--- config.mk ---
export PLATFORM = sky130hd
export DESIGN_NAME = index_ram_writer
export DESIGN_NICKNAME = d
export VERILOG_FILES = /design/src/rtl/index_ram_writer.sv
export SDC_FILE = /design/constraint.sdc
export NUM_CORES = 1
export LEC_CHECK = 0
export CAP_MARGIN = 0
export CORE_MARGIN = 4
export CORE_UTILIZATION = 53
export CTS_CLUSTER_SIZE = 24
export DETAILED_ROUTE_END_ITERATION = 6
export PLACE_DENSITY = 0.77
export RECOVER_POWER = 25
export SLEW_MARGIN = 5
export SYNTH_ARGS = -nofsm -noshare
export SYNTH_HDL_FRONTEND = slang
export SYNTH_SLANG_ARGS = --single-unit
--- constraint.sdc ---
create_clock -name iVGA_CLK -period 2.4 [get_ports iVGA_CLK]
set_input_delay 0.36 -clock iVGA_CLK [delete_from_list [all_inputs] [get_ports iVGA_CLK]]
set_output_delay 0.36 -clock iVGA_CLK [all_outputs]
set_load 0.02 [all_outputs]
--- src/rtl/index_ram_writer.sv ---
// index_ram_writer
//   Write-side engine for the 640x480 8-bit frame index RAM. Paint commands
//   (square brush stamp, full-screen clear) arrive over a valid/ready
//   handshake. Each command is expanded into one pixel write per clock,
//   in row-major order, on the RAM write port. The scan-out path reads the
//   RAM on its other port.
//
// Ports
//   iVGA_CLK   : pixel clock, all logic on the rising edge
//   iRST_n     : asynchronous active-low reset
//   cmd_valid  : command present
//   cmd_ready  : engine idle; command taken when valid & ready at an edge
//   cmd_op     : 0 = brush, 1 = clear, 2/3 = reserved (treated as empty)
//   cmd_x/y    : brush top-left column/row
//   cmd_size   : brush side length in pixels (0..63)
//   cmd_index  : color index to write
//   wr_addr    : RAM write address (registered)
//   wr_data    : RAM write data (registered)
//   wr_en      : RAM write enable (registered)
//   busy       : inverse of cmd_ready
//   done       : one-cycle pulse when a command completes
module index_ram_writer #(
  parameter int H_RES  = 640,
  parameter int V_RES  = 480,
  parameter int ADDR_W = 19,
  parameter int IDX_W  = 8
) (
  input  logic              iVGA_CLK,
  input  logic              iRST_n,
  input  logic              cmd_valid,
  output logic              cmd_ready,
  input  logic [1:0]        cmd_op,
  input  logic [9:0]        cmd_x,
  input  logic [8:0]        cmd_y,
  input  logic [5:0]        cmd_size,
  input  logic [IDX_W-1:0]  cmd_index,
  output logic [ADDR_W-1:0] wr_addr,
  output logic [IDX_W-1:0]  wr_data,
  output logic              wr_en,
  output logic              busy,
  output logic              done
);

  typedef enum logic [1:0] {S_IDLE, S_SETUP, S_WRITE, S_DONE} state_t;

  localparam logic [10:0]       X_LIM = 11'(H_RES);
  localparam logic [10:0]       Y_LIM = 11'(V_RES);
  localparam logic [10:0]       X_MAX = 11'(H_RES - 1);
  localparam logic [10:0]       Y_MAX = 11'(V_RES - 1);
  localparam logic [ADDR_W-1:0] LINE  = ADDR_W'(H_RES);

  state_t            state_q;
  logic [9:0]        x0_q, x1_q, x_q;
  logic [8:0]        y0_q, y1_q, y_q;
  logic              empty_q;
  logic [IDX_W-1:0]  idx_q;
  logic [ADDR_W-1:0] row_base_q;
  logic [ADDR_W-1:0] wr_addr_q;
  logic [IDX_W-1:0]  wr_data_q;
  logic              wr_en_q;
  logic              done_q;

  logic [10:0]       x_end, y_end;
  logic [9:0]        x0_d, x1_d;
  logic [8:0]        y0_d, y1_d;
  logic              empty_d;
  logic [ADDR_W-1:0] row_base_d;
  logic [ADDR_W-1:0] row_next;

  always_comb begin
    // 11-bit bound sums cannot wrap for any in-range start + 63.
    x_end   = {1'b0, cmd_x} + 11'(cmd_size) - 11'd1;
    y_end   = {2'b0, cmd_y} + 11'(cmd_size) - 11'd1;
    x0_d    = cmd_x;
    y0_d    = cmd_y;
    x1_d    = (x_end > X_MAX) ? X_MAX[9:0] : x_end[9:0];
    y1_d    = (y_end > Y_MAX) ? Y_MAX[8:0] : y_end[8:0];
    empty_d = 1'b0;
    if (cmd_op == 2'd1) begin
      x0_d = '0;
      y0_d = '0;
      x1_d = X_MAX[9:0];
      y1_d = Y_MAX[8:0];
    end else if (cmd_op == 2'd0) begin
      // size 0 makes x_end/y_end meaningless, but the command is empty anyway
      empty_d = (cmd_size == 6'd0) || ({1'b0, cmd_x} >= X_LIM) ||
                ({2'b0, cmd_y} >= Y_LIM);
    end else begin
      empty_d = 1'b1;
    end
    // y0 * 640 as shift-add, no multiplier
    row_base_d = (ADDR_W'(y0_q) << 9) + (ADDR_W'(y0_q) << 7);
    row_next   = row_base_q + LINE;
  end

  always_ff @(posedge iVGA_CLK or negedge iRST_n) begin
    if (!iRST_n) begin
      state_q    <= S_IDLE;
      x0_q       <= '0;
      x1_q       <= '0;
      x_q        <= '0;
      y0_q       <= '0;
      y1_q       <= '0;
      y_q        <= '0;
      empty_q    <= 1'b0;
      idx_q      <= '0;
      row_base_q <= '0;
      wr_addr_q  <= '0;
      wr_data_q  <= '0;
      wr_en_q    <= 1'b0;
      done_q     <= 1'b0;
    end else begin
      case (state_q)
        S_IDLE: begin
          done_q  <= 1'b0;
          wr_en_q <= 1'b0;
          if (cmd_valid) begin
            x0_q    <= x0_d;
            x1_q    <= x1_d;
            y0_q    <= y0_d;
            y1_q    <= y1_d;
            empty_q <= empty_d;
            idx_q   <= cmd_index;
            state_q <= S_SETUP;
          end
        end
        S_SETUP: begin
          if (empty_q) begin
            done_q  <= 1'b1;
            state_q <= S_DONE;
          end else begin
            // Issue the first pixel straight from the freshly computed base.
            row_base_q <= row_base_d;
            x_q        <= x0_q;
            y_q        <= y0_q;
            wr_addr_q  <= row_base_d + ADDR_W'(x0_q);
            wr_data_q  <= idx_q;
            wr_en_q    <= 1'b1;
            state_q    <= S_WRITE;
          end
        end
        S_WRITE: begin
          // x_q/y_q name the pixel currently on the write port.
          if ((x_q == x1_q) && (y_q == y1_q)) begin
            wr_en_q <= 1'b0;
            done_q  <= 1'b1;
            state_q <= S_DONE;
          end else if (x_q == x1_q) begin
            x_q        <= x0_q;
            y_q        <= y_q + 9'd1;
            row_base_q <= row_next;
            wr_addr_q  <= row_next + ADDR_W'(x0_q);
          end else begin
            x_q       <= x_q + 10'd1;
            wr_addr_q <= wr_addr_q + ADDR_W'(1);
          end
        end
        S_DONE: begin
          done_q  <= 1'b0;
          state_q <= S_IDLE;
        end
        default: begin
          wr_en_q <= 1'b0;
          done_q  <= 1'b0;
          state_q <= S_IDLE;
        end
      endcase
    end
  end

  assign cmd_ready = (state_q == S_IDLE);
  assign busy      = ~cmd_ready;
  assign wr_addr   = wr_addr_q;
  assign wr_data   = wr_data_q;
  assign wr_en     = wr_en_q;
  assign done      = done_q;

endmodule

==> results.tsv <==
metric	value	unit
synth_edf_count	0	
synth-seq-area-share	0.359	
async_flop_share	1.00	
antenna_found_initial	0	
pre_cts_ws	-0.857	ns
first_pass_iters	5	
vias_per_cell	5.81	
cts.sinks	109	
place_hpwl	15700	um
critPathRequiredTime	2.66	ns
holdCritPathClass	in -> async	
ant_nets	0	
die_area	16300	sq um
critical_path_class	reg -> reg	
grt_util_all_layers	0.264	
rsz0062_at_grt	true	
grt_start_max_net_pins	46	
crit_top_cell	nand4_1	
yosysWarnings	0	
finalHoldViolations	0	
grt_pass1_wl	35200	um
finalWorstSetupSlack	-0.171	ns
drv_slew	0	
die_y	128	um
place_area	9560	sq um
cp_slowest_cell	or4b_1	
dp_cells	1221	
layout-drive-gt1-share	0.272	
drc	0	
worst_setup_path_start_kind	register	
syn_to_final_growth	36.0	%
initial_utilization	0.545	
max-vdd-ir-drop	768	uV
io_pins	69	
coreArea	13900	sq um
antenna_cells	0	
hold_ws	0.204	ns
grt_pass1_vias	7333	
finClkSkew	0.00755	ns
period_share	1.07	
maxCapViolations	0	
layout.cells.non_filler	1262	
finalSetupViolCount	5	
synth_cell_types	68	
run_status	finished, violations left	
period_needed	2.57	ns
finalWirelength	21500	um
slew_headroom	0.250	
worstSetupEndpointType	register	
crit_path_cell_trace	ha_1 > a211oi_2 > buf_4 > or4b_1 > nand4_1 > nand4_1 > o31a_1 > o21a_1 > o31ai_1	
nFillCells	961	
ctsLongestPathBuffers	2	
overflow	0	
fmax	389	MHz
clk_latency	0.35	ns
worst_pin_slew	1.13	ns
p_leak	0.00459	uW
ys.flop_type	dfrtp_1	
layout.nets	1175	
wire_per_inst	17.1	um
cts_tree	yes	
most-common-layout-cells	buf_4 (150), dfrtp_1 (108), nand2_1 (95)	
violations	negative setup slack	
htree_levels	3	
synth_cells	880	
synth_area	7590	sq um
clkTransAtPathRegs	0.07	ns
io_buffer_count	68	
syn-num-nets	978	
avgSynthCellArea	8.63	sq um
vias	7326	
drt_iter0_markers	626	
max_stage_delay	0.54	ns
crit_fanout	5	
cts_made_buffers	9	
layout_commonest_cell	buf_4	
core.rowCount	43	
final_core_util	0.741	
ys_seq_elements	109	
arrival	2.83	ns
cts_root_buffer	clkbuf_16	
powerDensity	1320	nW/um^2
stdcell_area	10300	sq um
die_w	128	um
gp_congestion	0.917	
[cell usage after synthesis, drive strengths merged, types with 13 or more instances]
cell type,count,area [sq um]
a21oi,65,329
a22o,21,184
clkbuf,30,114
dfrtp,109,2730
ha,56,701
inv,73,274
mux2,13,146
nand2,95,357
nand3,29,145
nand4,13,81.3
nor2,54,203
nor3,19,106
nor4,13,96.3
o21ai,78,394
xnor2,34,298
xor2,30,263
[where the power goes]
group / total, uW / leakage, uW / internal (uW) / switching, uW
Sequential: 3560 / 0.00132 / 2680 / 879
Clock: 1620 / 0.000158 / 923 / 697
Combinational: 8470 / 0.00311 / 4080 / 4390
Total: 13700 / 0.00459 / 7680 / 5970
[metal layers]
layer  vias up  part of all wire  global-route usage
met3        48             0.053              0.0379
li1       3515                 -                   -
met2       244              0.48               0.441
met4         0             0.029              0.0911
met5         -                 0                   0
met1      3519              0.43               0.353
[worst max-delay path: cells and delay by family, from the launching register on]
kind | cells | cell delay (ns)
compound gates | 4 | 0.76
fa+ha+maj | 1 | 0.29
buf+inv | 1 | 0.14
flops | 1 | 0.38
simple gates | 3 | 0.90
[registers in the layout, indices dropped and copies added, names as in the netlist, 9 cells and up]
signal	cells
y1_q	9
row_base_q	12
y_q	9
wr_addr	19
x0_q	10
x1_q	10
x_q	10
y0_q	9
[worst paths after layout]
| path | cells past startpoint | slack (ns) | start | end |
|---|---|---|---|---|
| hold reg to reg | 2 | 0.48 | idx_q[2] | idx_q[2] |
| setup reg to reg | 9 | -0.17 | y0_q[3] | wr_addr[16] |
| min in group iVGA_CLK | 2 | 0.24 | cmd_x[1] | x0_q[1] |
| max in group asynchronous | 2 | 0.46 | iRST_n | y0_q[2] |
| hold / removal | 1 | 0.20 | iRST_n | wr_addr[5] |
| setup / recovery | 9 | -0.17 | y0_q[3] | wr_addr[16] |
[logic make-up after synthesis]
logic type,count (synthesis),share of synthesized area
mux,17,0.0246
compound gates,248,0.209
xor+xnor,64,0.0738
flops,109,0.359
fa+ha+maj,60,0.103
buf+inv,109,0.0562
simple gates,273,0.174
[cell type report]
type                       instances  area, sq um  share of cell area
timing repair buffer             222         1830               0.177
tap                              180          225              0.0218
clock buffer                       9          225              0.0218
sequential                       109         2730               0.264
clock inverter                     7         97.6             0.00945
inverter                          73          294              0.0285
multi-input combinational        662         4930               0.477
[what timing repair did]
item / 4_1_cts / 5_1_grt
gates cloned: 0 / 0
endpoints found under the hold margin: 0 / 0
setup buffers: 17 / 11
resized for setup: 67 / 48
pin swaps: 42 / 36
hold buffers: 0 / 0
setup endpoints to repair: 29 / 47
[stage by stage]
| stage | power [uW] | setup TNS [ns] |
|---|---|---|
| global route | 14600 | -1.54 |
| detailed placement | 11300 | -15.74 |
| finish | 13700 | -0.544 |
| global placement | 11100 | -14.01 |
| CTS | 13400 | -0.303 |
| floorplan | 8150 | -0.0221 |
(Power assumes the default switching activity.)
